### src/rtl/pc_sequencer.sv
// pc_sequencer: program counter for the pipelined MIPS core.
//   Keeps the PC register and picks the next PC by fixed priority:
//   Exception > Eret > JumpReg > Branch > Jump > held redirect > PC+INC.
//   A redirect that arrives during a stall is held until Write returns.
//   Also holds a small circular return-address stack (RAS) that fetch
//   uses to predict `jr $ra`.
// Ports:
//   Clk, Reset (async, active low)
//   Write                      : PC update enable (0 = stall)
//   Exception/ExcPC, Eret      : exception entry / return
//   JumpReg/RegTarget, Branch/BranchTarget, Jump/JumpTarget : redirects
//   Link/LinkAddr, Return      : RAS push / pop
//   PCResult, PCPlus, EPC, Pending, RasTop, RasValid : status outputs
module pc_sequencer #(
  parameter int               WIDTH        = 32,
  parameter logic [WIDTH-1:0] RESET_VECTOR = WIDTH'(32'h0000_0000),
  parameter logic [WIDTH-1:0] EXC_VECTOR   = WIDTH'(32'h0000_0080),
  parameter int               INC          = 4,
  parameter int               RAS_DEPTH    = 4
) (
  input  logic             Clk,
  input  logic             Reset,
  input  logic             Write,
  input  logic             Exception,
  input  logic [WIDTH-1:0] ExcPC,
  input  logic             Eret,
  input  logic             JumpReg,
  input  logic [WIDTH-1:0] RegTarget,
  input  logic             Branch,
  input  logic [WIDTH-1:0] BranchTarget,
  input  logic             Jump,
  input  logic [WIDTH-1:0] JumpTarget,
  input  logic             Link,
  input  logic [WIDTH-1:0] LinkAddr,
  input  logic             Return,
  output logic [WIDTH-1:0] PCResult,
  output logic [WIDTH-1:0] PCPlus,
  output logic [WIDTH-1:0] EPC,
  output logic             Pending,
  output logic [WIDTH-1:0] RasTop,
  output logic             RasValid
);

  localparam int PW = $clog2(RAS_DEPTH);

  logic [WIDTH-1:0] r_pc;
  logic [WIDTH-1:0] r_epc;
  logic             r_pend;
  logic [WIDTH-1:0] r_pend_tgt;

  logic [WIDTH-1:0] r_ras [RAS_DEPTH];
  logic [PW-1:0]    r_ptr;
  logic [PW:0]      r_cnt;

  logic             w_redir;
  logic [WIDTH-1:0] w_redir_tgt;
  logic [WIDTH-1:0] w_pc_plus;
  logic [PW-1:0]    w_top_idx;
  logic             w_ras_empty;
  logic             w_ras_full;

  assign w_pc_plus = r_pc + WIDTH'(INC);
  assign w_redir   = JumpReg | Branch | Jump;

  always_comb begin
    w_redir_tgt = JumpTarget;
    if (JumpReg)     w_redir_tgt = RegTarget;
    else if (Branch) w_redir_tgt = BranchTarget;
  end

  always_ff @(posedge Clk or negedge Reset) begin
    if (!Reset) begin
      r_pc       <= RESET_VECTOR;
      r_epc      <= '0;
      r_pend     <= 1'b0;
      r_pend_tgt <= '0;
    end else if (Exception) begin
      r_pc   <= EXC_VECTOR;
      r_epc  <= ExcPC;
      r_pend <= 1'b0;
    end else if (Eret) begin
      r_pc   <= r_epc;
      r_pend <= 1'b0;
    end else if (Write) begin
      if (w_redir)     r_pc <= w_redir_tgt;
      else if (r_pend) r_pc <= r_pend_tgt;
      else             r_pc <= w_pc_plus;
      r_pend <= 1'b0;
    end else if (w_redir) begin
      // a newer stalled redirect replaces any older held one
      r_pend_tgt <= w_redir_tgt;
      r_pend     <= 1'b1;
    end
  end

  // RAS: r_ptr points at the next free slot, top of stack is r_ptr-1.
  assign w_top_idx   = r_ptr - PW'(1);
  assign w_ras_empty = (r_cnt == '0);
  assign w_ras_full  = (r_cnt == (PW+1)'(RAS_DEPTH));

  always_ff @(posedge Clk or negedge Reset) begin
    if (!Reset) begin
      for (int i = 0; i < RAS_DEPTH; i++) r_ras[i] <= '0;
      r_ptr <= '0;
      r_cnt <= '0;
    end else if (Link && Return && !w_ras_empty) begin
      r_ras[w_top_idx] <= LinkAddr;
    end else if (Link) begin
      // when full the oldest slot is the one ptr lands on, so it is overwritten
      r_ras[r_ptr] <= LinkAddr;
      r_ptr        <= r_ptr + PW'(1);
      if (!w_ras_full) r_cnt <= r_cnt + (PW+1)'(1);
    end else if (Return && !w_ras_empty) begin
      r_ptr <= w_top_idx;
      r_cnt <= r_cnt - (PW+1)'(1);
    end
  end

  assign PCResult = r_pc;
  assign PCPlus   = w_pc_plus;
  assign EPC      = r_epc;
  assign Pending  = r_pend;
  assign RasValid = !w_ras_empty;
  assign RasTop   = w_ras_empty ? '0 : r_ras[w_top_idx];

endmodule

### config.mk
export PLATFORM = sky130hd
export DESIGN_NAME = pc_sequencer
export DESIGN_NICKNAME = d
export VERILOG_FILES = /design/src/rtl/pc_sequencer.sv
export SDC_FILE = /design/constraint.sdc
export NUM_CORES = 1
export LEC_CHECK = 0
export CORE_MARGIN = 2
export CORE_UTILIZATION = 50
export CTS_CLUSTER_DIAMETER = 120
export CTS_CLUSTER_SIZE = 24
export DETAILED_ROUTE_END_ITERATION = 8
export PLACE_DENSITY = 0.81
export SLEW_MARGIN = 20
export SYNTH_ARGS = -nofsm -noshare
export SYNTH_HDL_FRONTEND = slang
export SYNTH_SLANG_ARGS = --single-unit
export TNS_END_PERCENT = 5
### constraint.sdc
create_clock -name Clk -period 4 [get_ports Clk]
set_input_delay 0.6 -clock Clk [delete_from_list [all_inputs] [get_ports Clk]]
set_output_delay 0.6 -clock Clk [all_outputs]
set_load 0.005 [all_outputs]
==> results by stage <==
Run status:
- The flow ran to the end, and the final reports show no timing, DRC or antenna violations.

Critical path:
- The startpoint of the worst register-to-register path is r_cnt[0]$_DFFE_PN0P_.
- In this design, the stage delay of the slowest critical-path cell is 0.67 ns.
- The startpoint type of the worst setup path is a flip-flop.
- The worst register-to-register path has a setup slack of 1.18 ns.
- The kind of cell adding the most delay to the critical path is simple AND/OR/NAND/NOR gates.
- The launch point of the critical path is PCResult[6]$_DFFE_PN0P_.
- The buffer and inverter count on the worst path is 1.
- The largest fanout on the critical path is 10.
- The required time at the worst-slack endpoint is 3.40 ns.
- Traced cell by cell, the critical path runs through and4_1 -> nand4_1 -> or4_4 -> xnor2_2 -> clkdlybuf4s50_1.
- Data arrives at the worst endpoint at 3.08 ns.
- The worst setup path is captured at a primary output.
- The critical path is of the flip-flop to primary output type.
- The cell type of the slowest stage on the worst timing path is sky130_fd_sc_hd__or4_4.

STA:
- Clock skew on the completed layout was measured at 0.0171 ns.
- The remaining max-slew budget at the tightest pin is 0.431.
- The max-slew violation count is 0.
- The total count of hold-check failures in the final report is 0.
- The post-route setup TNS is 0 ns.
- Hold is met by 0.138 ns.
- Setup repair after global routing left no endpoint under its margin.
- The minimum clock period after layout is 3.68 ns.
- For the pin with the worst max-slew slack, the measured transition is 0.847 ns.
- The highest attainable clock frequency is 272 MHz.
- Setup violations remaining at the end of the flow were counted as 0.
- The share of the cycle needed by the critical path after routing is 0.921.

Pwr:
- The power per unit of standard cell area is 593 nW/um^2.
- The worst IR drop on VDD is 0.443 mV.
- After layout, the design draws a total of 9390 uW.
- The leakage power total is 0.00649 uW.

CTS:
- The number of gates resized after CTS was 0.
- Once the clock tree was built, the setup fixing pass inserted 0 buffers.
- CTS built an H-tree with a depth of 1.
- The number of buffers inserted for hold repair after clock tree synthesis is 0.
- The longest clock path from root to sink contains 3 buffers.
- The CTS tree is yes.
- The cell sitting at the root of the clock tree is a sky130_fd_sc_hd__clkbuf_16.
- The clock-pin slew on the worst setup and hold paths is 0.10 ns.
- In this run, CTS created clock tree buffers numbering 13.
- The clock latency on the worst-skew pair is 0.47 ns.
- The number of sinks driven by the clock tree is 230.

Final layout:
- In the final layout, the share of cells above drive strength 1 is 0.197.
- The final net count is 1516.
- Leaving out fill and tap cells, the most frequent cell in the layout is sky130_fd_sc_hd__clkdlybuf4s50_1.
- The top cell types in the final layout, fill and taps aside, are sky130_fd_sc_hd__clkdlybuf4s50_1, sky130_fd_sc_hd__dfrtp_1, sky130_fd_sc_hd__mux2_2.
- Relative to the synthesized area, the layout overhead comes to 29.6%.
- The final standard cell count with taps included and fillers excluded is 1664.
- After routing the design area is 15800 um^2.
- The layout filler cell count is 1922.

Yosys:
- In the synthesized netlist the async set-or-reset flop fraction comes to 1.00.
- The flip-flop cell with the highest count after synthesis is sky130_fd_sc_hd__dfrtp_1.
- The mapped cell area is 12200 um^2.
- The number of nets in the synthesized netlist is 1259.
- Synthesis inferred 230 register bits.
- For this run, the register share of the synthesized area comes to 0.471.
- The instance count of the mapped netlist is 1081.
- A synthesized cell averages 11.3 um^2.
- The synthesized netlist contains 67 unique library cells.
- The number of synthesized flops with an enable pin is 0.
- Yosys printed 0 warnings.

Floorplan:
- The width of the chip is 160 um.
- The initial utilization of the core area, before any placement, comes to 0.505.
- The floorplan has 57 rows.
- The die is 160 um tall.
- During I/O placement, the number of pins put on the boundary was 300.
- The placeable core region is 24200 um^2.
- The die footprint is 25700 um^2.

Global routing:
- The first global-routing pass estimated 54700 um of wire.
- The total overflow left after global routing is 0.
- The number of global-route vias before repair is 9863.
- In the global route stage, overall resource usage came out at 0.268.
- Entering global routing, the biggest net connects 107 pins.
- The number of antenna violations at the first check in global routing is 2.

Hold path:
- The worst hold path class is input port to async pin.

Place:
- Summed over all nets, the half-perimeter wirelength after detailed placement is 25400 um.
- The number of cells after detailed placement is 1647.
- The count of buffers inserted at the top-level ports is 299.
- Summing all placed instances gives a cell area of 15500 um^2.
- The congestion estimate from routability-driven global placement came to 0.908.

Routing:
- In the routed design, unresolved DRC markers number 0.
- The per-cell routed wire length is 20.8 um.
- For this block, the initial DRC count from the detailed router was 686.
- For this run, the detailed router's first-pass iteration total came to 5.
- The total number of vias is 9686.
- The via count normalized by instance count is 5.82.
- In this run the remaining antenna-violating nets after routing total 0.
- Summed over all layers, the routed wires come to 34600 um.

Job:
- Max-cap violations in this run came to 0.
## synth_stat cells (3+ instances only)
master | n | area share
sky130_fd_sc_hd__xnor2_1 | 10 | 0.0072
sky130_fd_sc_hd__buf_4 | 14 | 0.0086
sky130_fd_sc_hd__nor2_2 | 4 | 0.0020
sky130_fd_sc_hd__mux2_1 | 8 | 0.0074
sky130_fd_sc_hd__and4_1 | 6 | 0.0043
sky130_fd_sc_hd__o21ai_0 | 81 | 0.033
sky130_fd_sc_hd__and2_1 | 32 | 0.016
sky130_fd_sc_hd__nor2b_1 | 6 | 0.0031
sky130_fd_sc_hd__o31a_2 | 4 | 0.0033
sky130_fd_sc_hd__nand3_1 | 22 | 0.0090
sky130_fd_sc_hd__nor4_1 | 16 | 0.0082
sky130_fd_sc_hd__a211o_1 | 4 | 0.0029
sky130_fd_sc_hd__a32oi_1 | 3 | 0.0022
sky130_fd_sc_hd__or2_2 | 11 | 0.0056
sky130_fd_sc_hd__o21a_1 | 6 | 0.0037
sky130_fd_sc_hd__nand2_1 | 72 | 0.022
sky130_fd_sc_hd__a211oi_1 | 3 | 0.0018
sky130_fd_sc_hd__a311oi_1 | 5 | 0.0036
sky130_fd_sc_hd__or3_1 | 5 | 0.0026
sky130_fd_sc_hd__a221oi_1 | 3 | 0.0022
sky130_fd_sc_hd__nor3_1 | 16 | 0.0066
sky130_fd_sc_hd__nand2b_1 | 6 | 0.0031
sky130_fd_sc_hd__dfrtp_1 | 230 | 0.47
sky130_fd_sc_hd__nor2_1 | 38 | 0.012
sky130_fd_sc_hd__buf_1 | 5 | 0.0015
sky130_fd_sc_hd__nand4_1 | 4 | 0.0020
sky130_fd_sc_hd__xor2_1 | 10 | 0.0072
sky130_fd_sc_hd__inv_1 | 26 | 0.0080
sky130_fd_sc_hd__buf_2 | 7 | 0.0029
sky130_fd_sc_hd__clkbuf_1 | 52 | 0.016
sky130_fd_sc_hd__a31oi_1 | 19 | 0.0097
sky130_fd_sc_hd__o31ai_1 | 13 | 0.0080
sky130_fd_sc_hd__a21oi_1 | 50 | 0.020
sky130_fd_sc_hd__mux2_2 | 160 | 0.15
sky130_fd_sc_hd__o32a_1 | 3 | 0.0025
sky130_fd_sc_hd__mux4_2 | 32 | 0.059
sky130_fd_sc_hd__ha_1 | 7 | 0.0072
sky130_fd_sc_hd__mux2i_1 | 37 | 0.030
sky130_fd_sc_hd__and3_1 | 6 | 0.0031
sky130_fd_sc_hd__o21bai_1 | 7 | 0.0043
sky130_fd_sc_hd__a21o_1 | 5 | 0.0031
## area by class of cell
| cell class | count | area [um^2] | area share |
|---|---|---|---|
| repair buffers | 322 | 3230 | 0.204 |
| inverters | 26 | 97.6 | 0.00616 |
| flip-flops and latches | 230 | 5760 | 0.364 |
| diodes | 2 | 5.00 | 0.000316 |
| multi-input cells | 745 | 6000 | 0.379 |
| clock inverters | 1 | 11.3 | 0.000711 |
| clock buffers | 14 | 329 | 0.0208 |
| well taps | 324 | 405 | 0.0256 |
## through the flow
step                      utilization  setup WS, ns
after floorplan                     -         0.909
after global placement          0.641         0.916
after detailed placement        0.641         0.860
after CTS                       0.655         0.347
after global routing            0.655         0.220
final                           0.655         0.317
## flip-flops by register name, summed over array words and instances (netlist names)
name and count:
EPC 32, PCResult 32, Pending 1, r_cnt 3
r_pend_tgt 32, r_ptr 2, r_ras 128
## routing by layer
layer / global-route usage / up-vias / routed length (um)
li1: - / 4433 / -
met1: 0.362 / 4804 / 14500
met2: 0.463 / 397 / 17200
met3: 0.0380 / 52 / 2160
met4: 0.0631 / 0 / 737
met5: 0 / - / 0
## logic make-up after synthesis
family,after synthesis,share of synthesized area
simple gates,255,0.108
buf+inv,106,0.0388
flops,230,0.471
xor+xnor,21,0.0157
mux,237,0.244
fa+ha+maj,8,0.00880
compound gates,224,0.114
## where the power goes
part	leakage [uW]	internal [uW]	switching, uW
Clock	0.000167	598	743
Combinational	0.00354	2770	1660
Sequential	0.00278	3140	480
Total	0.00649	6510	2880
## final timing paths
kind | cells after the start | to
worst max register to register | 7 | r_ras[112]$_DFFE_PN0P_
worst min-delay path | 1 | r_ras[71]$_DFFE_PN0P_
worst max-delay path | 5 | PCPlus[31]
max in group asynchronous | 2 | r_ptr[0]$_DFFE_PN0P_
min in group Clk | 2 | r_pend_tgt[23]$_DFFE_PN0P_
worst min register to register | 2 | r_pend_tgt[23]$_DFFE_PN0P_
(Power assumes the default switching activity.)
